===== config.mk =====
export PLATFORM = sky130hd
export DESIGN_NAME = exec_sequencer
export DESIGN_NICKNAME = d
export VERILOG_FILES = /design/src/rtl/exec_pkg.sv /design/src/rtl/instr_decode.sv /design/src/rtl/exec_sequencer.sv
export SDC_FILE = /design/constraint.sdc
export NUM_CORES = 1
export LEC_CHECK = 0
export CAP_MARGIN = 20
export CORE_ASPECT_RATIO = 0.9
export CORE_MARGIN = 2
export CORE_UTILIZATION = 45
export CTS_BUF_LIST = sky130_fd_sc_hd__clkbuf_8
export DETAILED_ROUTE_END_ITERATION = 8
export PLACE_DENSITY_LB_ADDON = 0.1
export SYNTH_ARGS = -nofsm -noshare
export SYNTH_HDL_FRONTEND = slang
export SYNTH_SLANG_ARGS = --single-unit
export TNS_END_PERCENT = 100

===== constraint.sdc =====
create_clock -name clk -period 3.1 [get_ports clk]
set_input_delay 0.93 -clock clk [delete_from_list [all_inputs] [get_ports clk]]
set_output_delay 0.93 -clock clk [all_outputs]
set_load 0.02 [all_outputs]

===== src/rtl/exec_pkg.sv =====
// Shared definitions for the execute sequencer: opcodes, instruction field
// layout and the FSM state encoding.
package exec_pkg;

  localparam int INSTR_W = 16;
  localparam int FIELD_W = 4;
  localparam int IMM_W   = 8;

  // Instruction field positions: op[15:12] rd[11:8] rs1[7:4] rs2[3:0], imm8 = [7:0]
  localparam int OP_LSB  = 12;
  localparam int RD_LSB  = 8;
  localparam int RS1_LSB = 4;
  localparam int RS2_LSB = 0;
  localparam int IMM_LSB = 0;

  // Opcodes; ALU opcodes map straight onto alu_oper via op[1:0]
  localparam logic [FIELD_W-1:0] OP_ADD = 4'd0;
  localparam logic [FIELD_W-1:0] OP_SUB = 4'd1;
  localparam logic [FIELD_W-1:0] OP_MUL = 4'd2;
  localparam logic [FIELD_W-1:0] OP_SLT = 4'd3;
  localparam logic [FIELD_W-1:0] OP_LI  = 4'd4;

  typedef enum logic [2:0] {
    ST_IDLE = 3'd0,
    ST_READ = 3'd1,
    ST_EXEC = 3'd2,
    ST_WB   = 3'd3,
    ST_ERR  = 3'd4
  } state_e;

  // True for the four register-register ALU opcodes
  function automatic logic op_is_alu(input logic [FIELD_W-1:0] op);
    return (op <= OP_SLT);
  endfunction

endpackage


===== src/rtl/instr_decode.sv =====
// Purely combinational instruction decoder: splits the 16-bit word into
// register fields and classifies the opcode.
module instr_decode
  import exec_pkg::*;
(
  input  logic [INSTR_W-1:0] instr,
  output logic [FIELD_W-1:0] rd,
  output logic [FIELD_W-1:0] rs1,
  output logic [FIELD_W-1:0] rs2,
  output logic [IMM_W-1:0]   imm8,
  output logic [1:0]         alu_oper,
  output logic               is_alu,
  output logic               is_li,
  output logic               is_illegal
);

  logic [FIELD_W-1:0] op;

  // Field extraction and opcode classification
  always_comb begin
    op         = instr[OP_LSB  +: FIELD_W];
    rd         = instr[RD_LSB  +: FIELD_W];
    rs1        = instr[RS1_LSB +: FIELD_W];
    rs2        = instr[RS2_LSB +: FIELD_W];
    imm8       = instr[IMM_LSB +: IMM_W];
    alu_oper   = op[1:0];
    is_alu     = op_is_alu(op);
    is_li      = (op == OP_LI);
    is_illegal = !is_alu && !is_li;
  end

endmodule


===== src/rtl/exec_sequencer.sv =====
// Multi-cycle execute sequencer. Accepts one instruction at a time, reads the
// external register file, drives the external ALU and writes the result back.
//
// Handshake: an instruction transfers on a rising edge where instr_valid and
// instr_ready are both 1. instr_ready depends on the FSM state only (high in
// IDLE), so a requester may hold or drop instr_valid at will while busy.
//
// Timeline for an ALU op accepted at edge E0:
//   READ [E0,E1)  rf_ra1/rf_ra2 = rs1/rs2, operands captured at E1
//   EXEC [E1,E2)  alu_* driven from operand regs, result captured at E2
//   WB   [E2,E3)  rf_we/done high for this one cycle
// LI goes straight to WB; illegal opcodes spend one cycle in ERR.
module exec_sequencer
  import exec_pkg::*;
#(
  parameter int ADDR_W = 4,
  parameter int DATA_W = 32
) (
  input  logic              clk,
  input  logic              rst_n,
  input  logic              instr_valid,
  output logic              instr_ready,
  input  logic [15:0]       instr,
  output logic [ADDR_W-1:0] rf_ra1,
  output logic [ADDR_W-1:0] rf_ra2,
  input  logic [DATA_W-1:0] rf_rd1,
  input  logic [DATA_W-1:0] rf_rd2,
  output logic [ADDR_W-1:0] rf_wa,
  output logic [DATA_W-1:0] rf_wd,
  output logic              rf_we,
  output logic [DATA_W-1:0] alu_op1,
  output logic [DATA_W-1:0] alu_op2,
  output logic [1:0]        alu_oper,
  input  logic [DATA_W-1:0] alu_result,
  input  logic              alu_zero,
  output logic              done,
  output logic              illegal,
  output logic              zero_flag,
  output logic              busy,
  output logic [2:0]        dbg_state
);

  // Decoded view of the instruction currently offered on the input
  logic [FIELD_W-1:0] dec_rd;
  logic [FIELD_W-1:0] dec_rs1;
  logic [FIELD_W-1:0] dec_rs2;
  logic [IMM_W-1:0]   dec_imm8;
  logic [1:0]         dec_alu_oper;
  logic               dec_is_alu;
  logic               dec_is_li;
  logic               dec_is_illegal;

  instr_decode u_decode (
    .instr      (instr),
    .rd         (dec_rd),
    .rs1        (dec_rs1),
    .rs2        (dec_rs2),
    .imm8       (dec_imm8),
    .alu_oper   (dec_alu_oper),
    .is_alu     (dec_is_alu),
    .is_li      (dec_is_li),
    .is_illegal (dec_is_illegal)
  );

  state_e             state_q,     state_d;
  logic [ADDR_W-1:0]  rd_q,        rd_d;        // destination held across READ/EXEC
  logic [1:0]         pend_oper_q, pend_oper_d; // opcode held until EXEC
  logic [DATA_W-1:0]  opa_q,       opa_d;       // operand registers
  logic [DATA_W-1:0]  opb_q,       opb_d;
  logic [1:0]         alu_oper_q,  alu_oper_d;
  logic [ADDR_W-1:0]  rf_ra1_q,    rf_ra1_d;
  logic [ADDR_W-1:0]  rf_ra2_q,    rf_ra2_d;
  logic [ADDR_W-1:0]  rf_wa_q,     rf_wa_d;
  logic [DATA_W-1:0]  rf_wd_q,     rf_wd_d;     // doubles as the captured result
  logic               rf_we_q,     rf_we_d;
  logic               done_q,      done_d;
  logic               illegal_q,   illegal_d;
  logic               zero_flag_q, zero_flag_d;

  // Next-state and registered-output computation; pulses default low and
  // are raised only on the edge that enters WB or ERR.
  always_comb begin
    state_d     = state_q;
    rd_d        = rd_q;
    pend_oper_d = pend_oper_q;
    opa_d       = opa_q;
    opb_d       = opb_q;
    alu_oper_d  = alu_oper_q;
    rf_ra1_d    = rf_ra1_q;
    rf_ra2_d    = rf_ra2_q;
    rf_wa_d     = rf_wa_q;
    rf_wd_d     = rf_wd_q;
    rf_we_d     = 1'b0;
    done_d      = 1'b0;
    illegal_d   = 1'b0;
    zero_flag_d = zero_flag_q;

    unique case (state_q)
      ST_IDLE: begin
        if (instr_valid) begin
          if (dec_is_illegal) begin
            state_d   = ST_ERR;
            illegal_d = 1'b1;
          end else if (dec_is_li) begin
            state_d = ST_WB;
            rf_we_d = 1'b1;
            done_d  = 1'b1;
            rf_wa_d = ADDR_W'(dec_rd);
            rf_wd_d = {{(DATA_W-IMM_W){1'b0}}, dec_imm8};
          end else if (dec_is_alu) begin
            state_d     = ST_READ;
            rd_d        = ADDR_W'(dec_rd);
            pend_oper_d = dec_alu_oper;
            rf_ra1_d    = ADDR_W'(dec_rs1);
            rf_ra2_d    = ADDR_W'(dec_rs2);
          end
        end
      end
      ST_READ: begin
        state_d    = ST_EXEC;
        opa_d      = rf_rd1;
        opb_d      = rf_rd2;
        alu_oper_d = pend_oper_q;
      end
      ST_EXEC: begin
        state_d     = ST_WB;
        rf_we_d     = 1'b1;
        done_d      = 1'b1;
        rf_wa_d     = rd_q;
        rf_wd_d     = alu_result;
        zero_flag_d = alu_zero;
      end
      ST_WB:   state_d = ST_IDLE;
      ST_ERR:  state_d = ST_IDLE;
      default: state_d = ST_IDLE;
    endcase
  end

  // State and output registers; reset aborts any instruction in flight
  always_ff @(posedge clk or negedge rst_n) begin
    if (!rst_n) begin
      state_q     <= ST_IDLE;
      rd_q        <= '0;
      pend_oper_q <= '0;
      opa_q       <= '0;
      opb_q       <= '0;
      alu_oper_q  <= '0;
      rf_ra1_q    <= '0;
      rf_ra2_q    <= '0;
      rf_wa_q     <= '0;
      rf_wd_q     <= '0;
      rf_we_q     <= 1'b0;
      done_q      <= 1'b0;
      illegal_q   <= 1'b0;
      zero_flag_q <= 1'b0;
    end else begin
      state_q     <= state_d;
      rd_q        <= rd_d;
      pend_oper_q <= pend_oper_d;
      opa_q       <= opa_d;
      opb_q       <= opb_d;
      alu_oper_q  <= alu_oper_d;
      rf_ra1_q    <= rf_ra1_d;
      rf_ra2_q    <= rf_ra2_d;
      rf_wa_q     <= rf_wa_d;
      rf_wd_q     <= rf_wd_d;
      rf_we_q     <= rf_we_d;
      done_q      <= done_d;
      illegal_q   <= illegal_d;
      zero_flag_q <= zero_flag_d;
    end
  end

  assign instr_ready = (state_q == ST_IDLE);
  assign busy        = (state_q != ST_IDLE);
  assign dbg_state   = state_q;
  assign rf_ra1      = rf_ra1_q;
  assign rf_ra2      = rf_ra2_q;
  assign rf_wa       = rf_wa_q;
  assign rf_wd       = rf_wd_q;
  assign rf_we       = rf_we_q;
  assign alu_op1     = opa_q;
  assign alu_op2     = opb_q;
  assign alu_oper    = alu_oper_q;
  assign done        = done_q;
  assign illegal     = illegal_q;
  assign zero_flag   = zero_flag_q;

endmodule


==> results by group <==
STA
  – WHS: 0.4141 ns
  – Worst-Margin Slew: 0.9181 ns
  – Final Cycle Share: 93.09%
  – Max Clk Rate: 0.3465 GHz
  – Setup Total Neg Slack: 0 ns
  – Clk_skew: 0.008163 ns
  – Endpoints failing setup: 0
  – Fin. Hold Viols: 0
  – Max-slew violation count: 0
  – Minimum clock period: 2.886 ns
  – Max-slew headroom: 38.80%
  – RSZ-0062 raised after global routing: no

Job
  – Max-cap violations: 0

Floorplanning
  – Die Footprint: 0.01164 mm²
  – Row cnt: 35
  – IO Count: 235
  – Die Y: 102.6 µm
  – Chip Width: 113.5 µm
  – Core Area: 0.01038 mm²
  – Initial Util: 46.79%

Logic synthesis
  – Net Count, Synth: 487
  – Mapped Area: 0.004856 mm²
  – Library cells used by synthesis: 26
  – Sequential area share after synthesis: 62.87%
  – Primary FF master, synth: dfrtp_1
  – EDFF count, synth: 0
  – Syn avg cell area: 13.09 µm²
  – Ys async rst share: 100.0%
  – Synth Register Bits: 122
  – Yosys warns: 0
  – Syn Inst Count: 371

Clocking
  – CTS buffer count: 17
  – Hold buffer count at CTS: 0
  – Clk root buf: clkbuf_8
  – Worst-skew pair later-pin latency: 0.42 ns
  – Clock slew at reported path FFs: 0.07 ns
  – CTS-repair resized insts: 0
  – Setup Buffers After CTS: 0
  – H-tree Lvls: 4
  – Sink Count: 122
  – Clock Path Buffers: 2
  – CTS tree: yes

Power and ir drop
  – Power Dens Cells: 1135 mW/mm²
  – Max VDD drop: 0.5412 mV
  – Static Leak: 3.235 nW

Drt
  – Drt pass-1 iters: 4
  – Wire per inst: 17.57 µm
  – Wire length on met2: 6583 µm
  – WL met3: 1121 µm
  – Routed wire length: 13110 µm
  – DR vias/cell: 5.114
  – DR iter-0 viols: 145
  – Final ANT Viol Nets: 0
  – DR vias: 3815
  – Metal-1 WL: 5195 µm
  – # DRC: 0
  – Max layer used: met4

Worst setup path
  – Worst R2R Start: dbg_state[1]
  – Crit Path Class: reg2out
  – Req. time, crit path: 2.17 ns
  – Crit path DAT: 1.96 ns
  – Startpoint Class: flop
  – Reg2reg end: rf_wd[12]
  – Reg2Reg Setup Slack: 1.01 ns
  – R2R depth: 3
  – CP Max Fanout: 10
  – CP Capture Type: output port

Global route
  – Largest net degree at the start of global routing: 67
  – Grt total ovfl: 0
  – GR Util All Layers: 23.03%
  – First-pass GRT wire length: 20580 µm
  – Initial antenna violation count: 0
  – Vias in the first global route: 3990

Placement
  – Hpwl dp: 9329 µm
  – Routability Congestion: 0.8238
  – Port Buffers: 234
  – Placed cell count: 714

Worst hold path
  – Hold WC Path Type: in2async

Layout
  – Fraction of layout cells with a size suffix above 1: 21.07%
  – Fillers: 749
  – Nets@finish: 720
  – Post-layout util: 74.53%
  – Non-filler cells in the finished layout: 746
  – Antenna Cells: 0
  – Layout area overhead: 59.29%

Outcome
  – Outcome: completed
## area by class of cell
cell class                 instances  area, µm²  area share (%)
inverter                           2      7.507         0.09706
clock buffer                      18      247.7           3.203
timing repair buffer             240       2410           31.15
clock inverter                    14      196.4           2.540
tap                              129      161.4           2.087
multi-input combinational        221       1659           21.45
sequential                       122       3053           39.47
## cell usage after synthesis, types with 6 or more instances
master    count  area [µm²]
dfrtp_1     122        3053
mux2_2       79       889.6
nand2_1      63       236.5
o21ai_0      18       90.09
o21ai_1      14       70.07
nand3_1      12       60.06
clkbuf_1      9       33.78
buf_2         7       35.03
buf_4         7       52.55
nor2_1        7       26.28
a31oi_1       6       37.54
o211ai_2      6       75.07
## flip-flops by register name, indices dropped and copies added, names as in the netlist
name and flops:
alu_op1 32, alu_op2 32, alu_oper 2, dbg_state 3, done 1, illegal 1
pend_oper_q 2, rd_q 4, rf_ra1 4, rf_ra2 4, rf_wa 4, rf_wd 32
zero_flag 1
## logic make-up (layout without fill, tap and decap cells)
group | after synthesis | after routing | synth area share [%]
mux | 80 | 80 | 18.55
flops | 122 | 122 | 62.87
compound gates | 47 | 47 | 6.081
buf+inv | 28 | 274 | 3.195
simple gates | 94 | 94 | 9.302
## per-stage QoR
| step | setup slack (ns) | area [µm²] | total power, mW |
|---|---|---|---|
| 5_1_grt | 0.1344 | 7735 | 9.259 |
| 3_5_place_dp | 0.1865 | 7291 | 7.274 |
| 2_1_floorplan | 0.7387 | 4856 | 5.173 |
| 3_3_place_gp | 0.2454 | 7291 | 7.149 |
| 4_1_cts | 0.1702 | 7735 | 8.859 |
| 6_report | 0.2143 | 7735 | 8.776 |
## placed cells by master, fill, tap and decap left out, drive strengths merged, types with 4 or more instances in the layout
master / netlist / routed
a31oi: 6 / 6
clkbuf: 9 / 18
nand3: 12 / 12
mux2: 80 / 80
clkinvlp: 0 / 5
clkdlybuf4s50: 0 / 233
buf: 17 / 7
o21ai: 32 / 32
o211ai: 6 / 6
nand2: 64 / 64
dfrtp: 122 / 122
bufinv: 0 / 4
inv: 2 / 5
nor2: 8 / 8
## worst max-delay path, cell delays in order (launching register included)
cell and delay (ns):
dfrtp_1 0.53, nor3_1 0.35, clkdlybuf4s50_1 0.67
## metal layers
metal / track usage [%] / vias up
met2: 38.19 / 173
met1: 28.54 / 1872
met3: 7.172 / 18
li1: - / 1752
met5: 0 / -
met4: 9.475 / 0
## worst max-delay path by stage
stage                 start  cells after the start  slack, ns     endpoint
2_1_floorplan  dbg_state[0]                      3       0.74         busy
3_3_place_gp      instr[13]                      4       0.25    rf_wd[19]
3_5_place_dp    instr_valid                      4       0.19    rf_wd[18]
4_1_cts        dbg_state[1]                      2       0.17  instr_ready
5_1_grt        dbg_state[1]                      2       0.13  instr_ready
6_report       dbg_state[1]                      2       0.21  instr_ready
## report_power, final
part / internal [mW] / switching, mW
clock network: 0.902 / 0.652
registers: 2.40 / 0.454
logic: 2.23 / 2.14
total: 5.53 / 3.24
Power figures use the tool's default switching activity.
